[config.mk]
export PLATFORM = sky130hd
export DESIGN_NAME = inv_mix_columns_seq
export DESIGN_NICKNAME = d
export VERILOG_FILES = /design/src/rtl/aes_pkg.sv /design/src/rtl/inv_mix_column_32bit.sv /design/src/rtl/inv_mix_columns_seq.sv
export SDC_FILE = /design/constraint.sdc
export NUM_CORES = 1
export LEC_CHECK = 0
export ABC_AREA = 1
export CAP_MARGIN = 5
export CORE_MARGIN = 10
export CORE_UTILIZATION = 45
export CTS_CLUSTER_DIAMETER = 40
export DETAILED_ROUTE_END_ITERATION = 6
export GPL_ROUTABILITY_DRIVEN = 0
export MAX_ROUTING_LAYER = met4
export PLACE_DENSITY = 0.72
export SLEW_MARGIN = 0
export SYNTH_ARGS = -nofsm -noshare
export SYNTH_HDL_FRONTEND = slang
export SYNTH_SLANG_ARGS = --single-unit
[constraint.sdc]
create_clock -name clk -period 6.1 [get_ports clk]
set_input_delay 1.22 -clock clk [delete_from_list [all_inputs] [get_ports clk]]
set_output_delay 1.22 -clock clk [all_outputs]
set_load 0.005 [all_outputs]
[src/rtl/aes_pkg.sv]
// ---------------------------------------------------------------------------
// aes_pkg
// Shared definitions for the sequential InvMixColumns block:
//   - imc_state_t : FSM state type (IDLE / BUSY / DONE)
//   - NUM_COLS    : number of 32-bit columns in an AES state
//   - RED_POLY    : low byte of the GF(2^8) reduction polynomial 0x11b
//   - COEF_*      : InvMixColumns matrix coefficients
//   - xtime       : multiply a byte by x (i.e. by 02) in GF(2^8)
//   - mul_const   : multiply a byte by a constant using only xtime and XOR
// ---------------------------------------------------------------------------
package aes_pkg;

    typedef enum logic [1:0] {
        IDLE = 2'd0,
        BUSY = 2'd1,
        DONE = 2'd2
    } imc_state_t;

    localparam int         NUM_COLS = 4;
    localparam logic [7:0] RED_POLY = 8'h1b;

    localparam logic [7:0] COEF_0E = 8'h0e;
    localparam logic [7:0] COEF_0B = 8'h0b;
    localparam logic [7:0] COEF_0D = 8'h0d;
    localparam logic [7:0] COEF_09 = 8'h09;

    // Shift left by one; fold the bit that fell off back in via 0x1b.
    function automatic logic [7:0] xtime(input logic [7:0] b);
        return {b[6:0], 1'b0} ^ (b[7] ? RED_POLY : 8'h00);
    endfunction

    // Constant multiply as a sum of repeated xtime terms. With a constant
    // coefficient this folds down to a small fixed XOR network.
    function automatic logic [7:0] mul_const(input logic [7:0] b,
                                             input logic [7:0] coef);
        logic [7:0] acc;
        logic [7:0] pow;
        acc = 8'h00;
        pow = b;
        for (int i = 0; i < 8; i++) begin
            if (coef[i]) begin
                acc = acc ^ pow;
            end
            pow = xtime(pow);
        end
        return acc;
    endfunction

endpackage

[src/rtl/inv_mix_column_32bit.sv]
// ---------------------------------------------------------------------------
// inv_mix_column_32bit
// Combinational InvMixColumns on one AES column; exact inverse of the
// forward 32-bit MixColumns unit.
//   col_in  [31:0] : input column, byte 0 in bits [31:24]
//   col_out [31:0] : transformed column, same byte layout
// ---------------------------------------------------------------------------
module inv_mix_column_32bit
    import aes_pkg::*;
(
    input  logic [31:0] col_in,
    output logic [31:0] col_out
);

    logic [7:0] a0, a1, a2, a3;

    assign a0 = col_in[31:24];
    assign a1 = col_in[23:16];
    assign a2 = col_in[15:8];
    assign a3 = col_in[7:0];

    // Each output row is a circulant rotation of {0e 0b 0d 09}.
    assign col_out[31:24] = mul_const(a0, COEF_0E) ^ mul_const(a1, COEF_0B) ^
                            mul_const(a2, COEF_0D) ^ mul_const(a3, COEF_09);
    assign col_out[23:16] = mul_const(a0, COEF_09) ^ mul_const(a1, COEF_0E) ^
                            mul_const(a2, COEF_0B) ^ mul_const(a3, COEF_0D);
    assign col_out[15:8]  = mul_const(a0, COEF_0D) ^ mul_const(a1, COEF_09) ^
                            mul_const(a2, COEF_0E) ^ mul_const(a3, COEF_0B);
    assign col_out[7:0]   = mul_const(a0, COEF_0B) ^ mul_const(a1, COEF_0D) ^
                            mul_const(a2, COEF_09) ^ mul_const(a3, COEF_0E);

endmodule

[src/rtl/inv_mix_columns_seq.sv]
// ---------------------------------------------------------------------------
// inv_mix_columns_seq
// Sequential InvMixColumns over a 128-bit AES state, one column per cycle
// through a single shared column unit. Valid/ready on both sides.
//   clk       : clock, rising edge
//   rst       : asynchronous active-high reset
//   in_valid  : in_data valid this cycle
//   in_ready  : block can accept in_data this cycle
//   in_data   : 128-bit state, column c at [127-32c : 96-32c]
//   out_valid : out_data holds a completed result
//   out_ready : consumer accepts out_data this cycle
//   out_data  : InvMixColumns(in_data), same layout (always the state reg)
// ---------------------------------------------------------------------------
module inv_mix_columns_seq
    import aes_pkg::*;
(
    input  logic         clk,
    input  logic         rst,
    input  logic         in_valid,
    output logic         in_ready,
    input  logic [127:0] in_data,
    output logic         out_valid,
    input  logic         out_ready,
    output logic [127:0] out_data
);

    localparam logic [1:0] LAST_COL = 2'(NUM_COLS - 1);

    imc_state_t   state, state_nxt;
    logic [1:0]   col_cnt;
    logic [127:0] state_reg;
    logic [31:0]  col_sel;
    logic [31:0]  col_mixed;
    logic         accept;

    // Column mux feeding the single shared transform unit.
    always_comb begin
        case (col_cnt)
            2'd0:    col_sel = state_reg[127:96];
            2'd1:    col_sel = state_reg[95:64];
            2'd2:    col_sel = state_reg[63:32];
            default: col_sel = state_reg[31:0];
        endcase
    end

    inv_mix_column_32bit u_col (
        .col_in  (col_sel),
        .col_out (col_mixed)
    );

    // Handshake outputs and next state. In DONE, in_ready follows out_ready
    // so a new block can be loaded on the same edge the result leaves.
    always_comb begin
        state_nxt = state;
        in_ready  = 1'b0;
        out_valid = 1'b0;
        case (state)
            IDLE: begin
                in_ready = 1'b1;
                if (in_valid) begin
                    state_nxt = BUSY;
                end
            end
            BUSY: begin
                if (col_cnt == LAST_COL) begin
                    state_nxt = DONE;
                end
            end
            DONE: begin
                out_valid = 1'b1;
                in_ready  = out_ready;
                if (out_ready) begin
                    state_nxt = in_valid ? BUSY : IDLE;
                end
            end
            default: state_nxt = IDLE;
        endcase
    end

    assign accept   = in_valid && in_ready;
    assign out_data = state_reg;

    // FSM state register.
    always_ff @(posedge clk or posedge rst) begin
        if (rst) begin
            state <= IDLE;
        end else begin
            state <= state_nxt;
        end
    end

    // Datapath: load on accept, otherwise overwrite one column per BUSY
    // cycle. The 2-bit counter naturally wraps to 0 after column 3.
    always_ff @(posedge clk or posedge rst) begin
        if (rst) begin
            col_cnt   <= 2'd0;
            state_reg <= 128'd0;
        end else if (accept) begin
            col_cnt   <= 2'd0;
            state_reg <= in_data;
        end else if (state == BUSY) begin
            case (col_cnt)
                2'd0:    state_reg[127:96] <= col_mixed;
                2'd1:    state_reg[95:64]  <= col_mixed;
                2'd2:    state_reg[63:32]  <= col_mixed;
                default: state_reg[31:0]   <= col_mixed;
            endcase
            col_cnt <= col_cnt + 2'd1;
        end
    end

endmodule

==> qor.csv <==
stage;metric;value;unit
outcome;run_status;finished, final reports clean;
final_layout;largest_reg_flops;128;
sta;fmax;239.2;MHz
sta;drv_slew;0;
worst_setup_path;r2r_slack;1.96;ns
global_routing;track_usage;31.46;%
synth;synthesis.area;11820;um^2
final_layout;diodes;0;
worst_setup_path;cp-end-kind;output pin;
global_routing;grt_pass1_vias;13057;
sta;skew;0.01845;ns
clock_tree;clock_sinks;132;
die;dieArea;33150;um^2
min_path;holdPathStages;2;
synth;synth.most_common_cell;nand2_1;
synth;ys_ff_latch;132;
synth;synth_edf_count;0;
sta;period_needed;4.181;ns
die;io_pins;262;
detailed_routing;wl_met3;6383;um
clock_tree;htree_levels;4;
synth;synth_area_leaders;dfrtp_1, nand2_1, nand3_1, inv_1, a22o_1;
worst_setup_path;path_max_fanout;5;
die;die_width;182.1;um
synth;synth_nets;1986;
detailed_routing;wl;52900;um
final_layout;drive_above_1_share;6.854;%
detailed_routing;firstDrtPassIters;7;
min_path;worstHoldStart;out_data[95];
sta;worst_pin_slew;1.126;ns
detailed_routing;ant_nets;0;
sta;rsz0062_at_grt;false;
clock_tree;cts_resized;0;
detailed_routing;met2WireLength;23340;um
worst_setup_path;worstSetupPathType;input port to output pin;
sta;fin_setup_tns;0;ns
place;post_dp_cell_area;14700;um^2
detailed_routing;met1_length;21070;um
die;initial_utilization;45.48;%
worst_setup_path;cp_data_required_time;4.88;ns
sta;hold_viol;0;
final_layout;design_area;15300;um^2
global_routing;antenna_found_initial;0;
synth;yosys_warnings;0;
clock_tree;hold_buffers;0;
job;maxCapViolations;0;
clock_tree;cts_tree;done;
synth;synth-async-reset-ratio;100.0;%
worst_setup_path;cp.arrival;2.96;ns
worst_setup_path;crit_start;out_ready;
place;hpwlAfterDp;40980;um
die;rows;59;
clock_tree;cts_root_buffer;clkbuf_16;
synth;ys.flop_type;dfrtp_1;
synth;avgSynthCellArea;6.392;um^2
final_layout;nFillCells;2452;
worst_setup_path;r2r-start;col_cnt[0];
worst_setup_path;rr_endpoint;out_data[13];
clock_tree;post_cts_buffers;0;
place;portBuffers;261;
clock_tree;clk_pin_slew;0.06;ns
worst_setup_path;r2r_cells;18;
detailed_routing;route.detailed.drc;0;
global_routing;overflow;0;
synth;syn_inst;1849;
clock_tree;clk_latency;0.44;ns
global_routing;grt_max_degree;82;
synth;synth_area_leader_cell;dfrtp_1;
worst_setup_path;cp-start-kind;input port;
detailed_routing;vias;14063;
detailed_routing;wl_per_cell;21.72;um
die;die_h;182.1;um
detailed_routing;drtIter0Drc;2201;
synth;yosysTopAreaCellShare;27.95;%
synth;yosys-top-cells-count;nand2_1, inv_1, nand3_1;
sta;slew_headroom;24.91;%
detailed_routing;vias_per_cell;5.773;
clock_tree;cts-buffers-inserted;17;
detailed_routing;routed.top_layer;met4;
die;core_area;25980;um^2
synth;ys_seq_area_share;27.95;%
global_routing;grt_first_pass_wirelength;78970;um
synth;synthDistinctLibCells;42;
clock_tree;max-clock-path-buffers;2;
sta;fin_crit_sh;68.54;%
final_layout;fin_nets;2225;
min_path;hp-class;flip-flop to flip-flop;
final_layout;syn_to_final_growth;29.44;%
min_path;hold_path_end;out_data[95];
sta;setup_viol;0;
final cells by class:
| cell class | count | area, um^2 | area share [%] |
|---|---|---|---|
| Clock buffer | 22 | 474.2 | 3.100 |
| Multi-Input combinational cell | 1460 | 7461 | 48.77 |
| Clock inverter | 10 | 121.4 | 0.7933 |
| Sequential cell | 132 | 3303 | 21.59 |
| Timing Repair Buffer | 284 | 2785 | 18.21 |
| Tap cell | 335 | 419.2 | 2.740 |
| Inverter | 193 | 734.5 | 4.801 |
metal layers:
metal | GRT usage (%) | vias to the layer above
met2 | 47.10 | 990
met3 | 7.498 | 141
met4 | 11.06 | 0
met1 | 40.74 | 6515
li1 | - | 6417
met5 | - | -
how the worst max path moves through the flow:
stage               endpoint  slack (ns)  cells after the start
2_1_floorplan     col_cnt[0]        1.35                      1
3_3_place_gp    out_data[71]        1.83                      8
3_5_place_dp    out_data[72]        1.75                      8
4_1_cts             in_ready        1.93                      4
5_1_grt        out_data[109]        1.71                     18
6_report            in_ready        1.92                      4
critical path, stage by stage:
cell and delay, ns:
clkdlybuf4s50_1 0.49, inv_1 0.06, a21oi_1 0.51, clkdlybuf4s50_1 0.68
through the flow:
stage | hold slack (ns) | utilization, % | worst slack [ns] | std cells
global placement | 0.5064 | 56.58 | 1.826 | 2404
global route | 0.5651 | 58.87 | 1.712 | 2436
detailed placement | 0.5166 | 56.58 | 1.746 | 2404
finish | 0.5330 | 58.87 | 1.919 | 2436
CTS | 0.5349 | 58.87 | 1.934 | 2436
floorplan | 0.5099 | - | 1.354 | 1849
kinds of logic after synthesis:
family	Yosys count	share of synthesized area, %
adder cells (fa/ha/maj)	5	0.5293
flip-flops	132	27.95
AND/OR/NAND/NOR	1164	42.12
XOR/XNOR	96	7.241
AO/OA/AOI/OAI	195	13.17
buffers and inverters	257	8.988
cells in the final DEF (no fill, tap or decap), drive strengths merged:
| cell type | Yosys | layout |
|---|---|---|
| o21a | 3 | 3 |
| o21ai | 55 | 55 |
| or2 | 10 | 10 |
| dfrtp | 132 | 132 |
| buf | 27 | 23 |
| clkbuf | 37 | 22 |
| xnor2 | 18 | 18 |
| o22ai | 5 | 5 |
| nand3 | 148 | 148 |
| clkinvlp | 0 | 1 |
| nand4 | 75 | 75 |
| o21bai | 41 | 41 |
| nand2 | 846 | 846 |
| bufinv | 0 | 2 |
| xor2 | 78 | 78 |
| nand2b | 2 | 2 |
| clkdlybuf4s50 | 0 | 261 |
| nand3b | 9 | 9 |
| nor2 | 74 | 74 |
| a32o | 3 | 3 |
| ha | 5 | 5 |
| a21oi | 9 | 9 |
| inv | 190 | 192 |
| clkinv | 3 | 8 |
| a21o | 3 | 3 |
| a22o | 76 | 76 |
Power is left out: the tool's default activity adds up to more than one toggle a clock period on the data nets, which glitch-free logic cannot reach.
